**src/rtl/if_id_fifo.sv**
```systemverilog
// if_id_fifo: DEPTH-entry fetch queue plus registered ID output stage.
// Define IF_ID_FIFO_STATS_EN to add the hwm occupancy high-water-mark port.
module if_id_fifo #(
   parameter int DEPTH  = 4,
   parameter int PC_W   = 32,
   parameter int INST_W = 32,
   parameter int CNT_W  = $clog2(DEPTH + 1)
) (
   input  logic              clk,
   input  logic              rst,
   input  logic [PC_W-1:0]   if_pc,
   input  logic [INST_W-1:0] if_inst,
   input  logic              if_valid,
   output logic              if_ready,
   input  logic [5:0]        stall,
   input  logic              flush,
   output logic [PC_W-1:0]   id_pc,
   output logic [INST_W-1:0] id_inst,
   output logic              id_valid,
`ifdef IF_ID_FIFO_STATS_EN
   output logic [CNT_W-1:0]  hwm,
`endif
   output logic [CNT_W-1:0]  count
);

   localparam int PTR_W = $clog2(DEPTH);
   localparam logic [CNT_W-1:0] FULL = CNT_W'(DEPTH);

   logic [PC_W+INST_W-1:0] mem [DEPTH];
   logic [PTR_W-1:0]       rptr;
   logic [PTR_W-1:0]       wptr;
   logic [CNT_W-1:0]       count_nxt;
   logic                   empty;
   logic                   push;
   logic                   adv;
   logic                   pop;
   logic                   bypass;
   logic                   wr;
   logic                   unused_stall;

   assign unused_stall = ^{stall[5:3], stall[0]};

   // Handshake and queue control; if_ready uses the pre-pop count.
   always_comb begin
      empty     = (count == '0);
      if_ready  = (count != FULL);
      push      = if_valid && !stall[1] && if_ready;
      adv       = !stall[2];
      pop       = adv && !empty;
      bypass    = adv && empty && push;
      wr        = push && !bypass;
      count_nxt = count + CNT_W'(wr) - CNT_W'(pop);
   end

   // Queue storage; contents need no reset since count gates reads.
   always_ff @(posedge clk) begin
      if (!rst && !flush && wr)
         mem[wptr] <= {if_pc, if_inst};
   end

   // Pointers, occupancy and the ID output registers.
   always_ff @(posedge clk) begin
      if (rst || flush) begin
         rptr     <= '0;
         wptr     <= '0;
         count    <= '0;
         id_pc    <= '0;
         id_inst  <= '0;
         id_valid <= 1'b0;
      end else begin
         if (wr)
            wptr <= wptr + 1'b1;
         if (pop)
            rptr <= rptr + 1'b1;
         count <= count_nxt;
         if (adv) begin
            if (pop) begin
               {id_pc, id_inst} <= mem[rptr];
               id_valid         <= 1'b1;
            end else if (bypass) begin
               id_pc    <= if_pc;
               id_inst  <= if_inst;
               id_valid <= 1'b1;
            end else begin
               id_pc    <= '0;
               id_inst  <= '0;
               id_valid <= 1'b0;
            end
         end
      end
   end

`ifdef IF_ID_FIFO_STATS_EN
   // High-water mark survives flush; flush drives next count to zero.
   always_ff @(posedge clk) begin
      if (rst)
         hwm <= '0;
      else if (!flush && count_nxt > hwm)
         hwm <= count_nxt;
   end
`endif

endmodule

```
**config.mk**
```make
export PLATFORM = sky130hd
export DESIGN_NAME = if_id_fifo
export DESIGN_NICKNAME = d
export VERILOG_FILES = /design/src/rtl/if_id_fifo.sv
export SDC_FILE = /design/constraint.sdc
export NUM_CORES = 1
export LEC_CHECK = 0
export BUFFER_PORTS_ARGS = -buffer_cell sky130_fd_sc_hd__buf_2
export CORE_ASPECT_RATIO = 2
export CORE_MARGIN = 2
export CORE_UTILIZATION = 37
export CTS_BUF_LIST = sky130_fd_sc_hd__clkbuf_8
export CTS_CLUSTER_DIAMETER = 120
export DETAILED_ROUTE_END_ITERATION = 10
export HOLD_SLACK_MARGIN = 0.03
export SYNTH_ARGS = -nofsm -noshare
export SYNTH_HDL_FRONTEND = slang
export SYNTH_SLANG_ARGS = --single-unit
```
**constraint.sdc**
```tcl
create_clock -name clk -period 2.9 [get_ports clk]
set_input_delay 0.145 -clock clk [delete_from_list [all_inputs] [get_ports clk]]
set_output_delay 0.145 -clock clk [all_outputs]
set_load 0.05 [all_outputs]
```
==> results.py <==
metrics = {
    "global_routing": {
        "use_met2_pct": 27.88,
        "grt_usage_pct": 15.43,
        "antenna_found_initial": 2,
        "gr-total-overflow": 0,
        "use_met3_pct": 2.324,
        "busiest_layer": "met2",
        "grt_pass1_vias": 7189,
        "grtUsageMet1_pct": 18.29,
        "grt_pass1_wl_mm": 40.45,
        "grt_max_degree": 65,
    },
    "synthesis": {
        "syn_area_um2": 12040,
        "synth_cell_types": 25,
        "yosys.area.top_type": "edfxtp_1",
        "synth-seq-cells": 330,
        "netlist_instances": 605,
        "yosysWarnings": 0,
        "synth_most_common_cell": "edfxtp_1",
        "syn-num-nets": 686,
        "synth-async-reset-ratio_pct": 0,
        "synth_common_cells": "edfxtp_1 (256), dfxtp_1 (74), inv_1 (68)",
        "yosysSeqAreaShare_pct": 76.14,
        "yosysTopAreaCellShare_pct": 63.83,
        "yosys-top-cells-area": "edfxtp_1 (64%), dfxtp_1 (12%), mux4_2 (12%)",
        "synth_edf_count": 256,
        "yosys_most_used_dff": "edfxtp_1",
        "avgSynthCellArea_um2": 19.91,
    },
    "run": {
        "maxCapViolCount": 0,
    },
    "sta": {
        "period_share_pct": 79.18,
        "maxSlewViolCount": 0,
        "min_period_ns": 2.296,
        "finClkSkew_ns": 0.02994,
        "finalHoldViolCount": 0,
        "relSlewSlack_pct": 58.74,
        "fmax_mhz": 435.5,
        "setup_violations": 0,
        "rsz0062_at_grt": "false",
        "fin_tns_setup_ns": 0,
        "hold_ws_ns": 0.1160,
        "tightest_slew_ns": 0.6189,
    },
    "power": {
        "p_sw_share_pct": 21.55,
        "combPwrFrac_pct": 4.8,
        "switching_power_mw": 2.022,
        "seqPwrFrac_pct": 54.8,
        "p_leak_nw": 5.701,
        "clkPwrFrac_pct": 40.3,
        "peakVddDrop_uv": 356.4,
        "p_int_mw": 7.359,
        "power_density_nw_per_um2": 624.1,
    },
    "die": {
        "rows": 93,
        "ioPinCount": 143,
        "fp.dieArea_um2": 34100,
        "start_util_pct": 37.50,
        "fp.dieH_um": 259.1,
        "die_x_um": 131.6,
        "core_area_um2": 32120,
    },
    "detailed_routing": {
        "wl_per_cell_um": 19.94,
        "ant_nets": 0,
        "drt_first_pass_iters": 7,
        "finalWirelength_mm": 26.07,
        "remaining_drc_errors": 0,
        "drt_iter0_drc": 612,
        "vias_per_cell": 5.052,
        "vias": 6603,
    },
    "min_path": {
        "hold_path_depth": 4,
        "hold_path_class": "input pin to register",
    },
    "finish": {
        "final_core_utilization_pct": 46.81,
        "finalInstanceArea_um2": 15030,
        "synthToLayoutAreaGrowth_pct": 24.82,
        "drive_gt1_share_pct": 34.05,
        "nNetsFinal": 921,
        "stdcell_count": 1307,
    },
    "placed_design": {
        "io_buffers": 138,
        "gp_congestion": 0.6746,
        "dp_cells": 1150,
        "postPlaceCellArea_um2": 13340,
        "hpwl_mm": 14.43,
    },
    "cts": {
        "cts.sink_count": 330,
        "insertion_delay_ns": 0.57,
        "ctsResizeCount": 0,
        "cts_buffers": 46,
        "cts-root-buf": "clkbuf_8",
        "cts.path.max_buffers": 3,
        "clkTransAtPathRegs_ns": 0.07,
        "htree_num_levels": 2,
        "cts_tree": "built",
    },
    "run_status": {
        "status": "finished clean",
    },
    "critical_path": {
        "cp-end-kind": "register",
        "worstPathRequired_ns": 3.31,
        "critPathKind": "register to register",
        "worstRegToRegCells": 11,
        "cp_data_arrival_time_ns": 2.71,
        "cp-start-kind": "register",
        "worstPathMaxFanout": 5,
    },
}
flip-flops by register name, summed over array words and instances (netlist names), named ones only:
signal    cells
id_pc        32
id_inst      32
id_valid      1
rptr          2
mem         256
wptr          2
count         3
cells in the final DEF, fill, tap and decap left out, types with 2 or more instances in the layout:
cell type and n:
dlygate4sd3_1 69, dfxtp_1 72, clkinv_2 7, nand2b_1 2, mux4_2 64, diode_2 2
buf_4 5, and3_4 4, clkinv_1 2, ha_1 6, buf_12 11, buf_2 138
nor3_4 2, clkbuf_8 60, dfxtp_4 2, a21oi_1 3, nand2_1 3, inv_6 2
inv_1 81, bufinv_16 2, a222oi_1 63, nor2_1 11, xnor2_1 4, edfxtp_1 256
layout make-up:
type	instances	area, um^2
Tap cell	427	534.3
Clock buffer	60	825.8
Timing Repair Buffer	223	1639
Sequential cell	330	9176
Multi-Input combinational cell	171	2427
Clock inverter	26	168.9
Fill cell	2772	17080
Inverter	68	255.2
Antenna cell	2	5.005
per-stage QoR:
step                power (mW)  worst slack, ns
finish                   9.381           0.6037
CTS                      9.518           0.5746
detailed placement       5.628           0.5933
floorplan                5.466           0.2098
global placement         5.619           0.6169
global route             9.722           0.4032
repair_timing:
| action | in CTS | in global routing |
|---|---|---|
| hold buffers | 69 | 0 |
| hold endpoints to repair | 323 | 0 |
| buffers inserted | 0 | 0 |
cells by family after synthesis:
group	Yosys count	share of synthesized area (%)
adder cells (fa/ha/maj)	7	0.7896
AO/OA/AOI/OAI	67	5.434
multiplexers	65	12.05
XOR/XNOR	5	0.3636
AND/OR/NAND/NOR	27	1.340
buffers and inverters	104	3.886
flip-flops	330	76.14
routing by layer:
metal	part of all wire, %	up-vias
li1	-	2960
met1	39	3398
met2	53	192
met3	4.3	53
met4	3.3	0
met5	0	-
power by group through the flow:
stage	Clock, mW	Sequential, mW	Combinational, mW
finish	3.78	5.14	0.454
global route	4.09	5.14	0.488
detailed placement	0	5.25	0.381
floorplan	0	5.33	0.133
global placement	0	5.25	0.374
CTS	3.92	5.14	0.458
worst max-delay path: stages, from the launching register on:
cell	delay [ns]
dfxtp_1	0.49
nor2_1	0.11
a21oi_1	0.21
inv_1	0.07
ha_1	0.29
inv_1	0.05
ha_1	0.12
inv_1	0.05
fa_1	0.40
xor2_1	0.18
xnor2_1	0.14
nor2_1	0.05
final timing paths:
kind	slack (ns)	endpoint	from
min	0.12	id_inst[8]	flush
min reg2reg	0.46	id_inst[14]	id_inst[14]
max	0.60	count[2]	count[1]
max reg2reg	0.60	count[2]	count[1]
(Power assumes the default switching activity.)
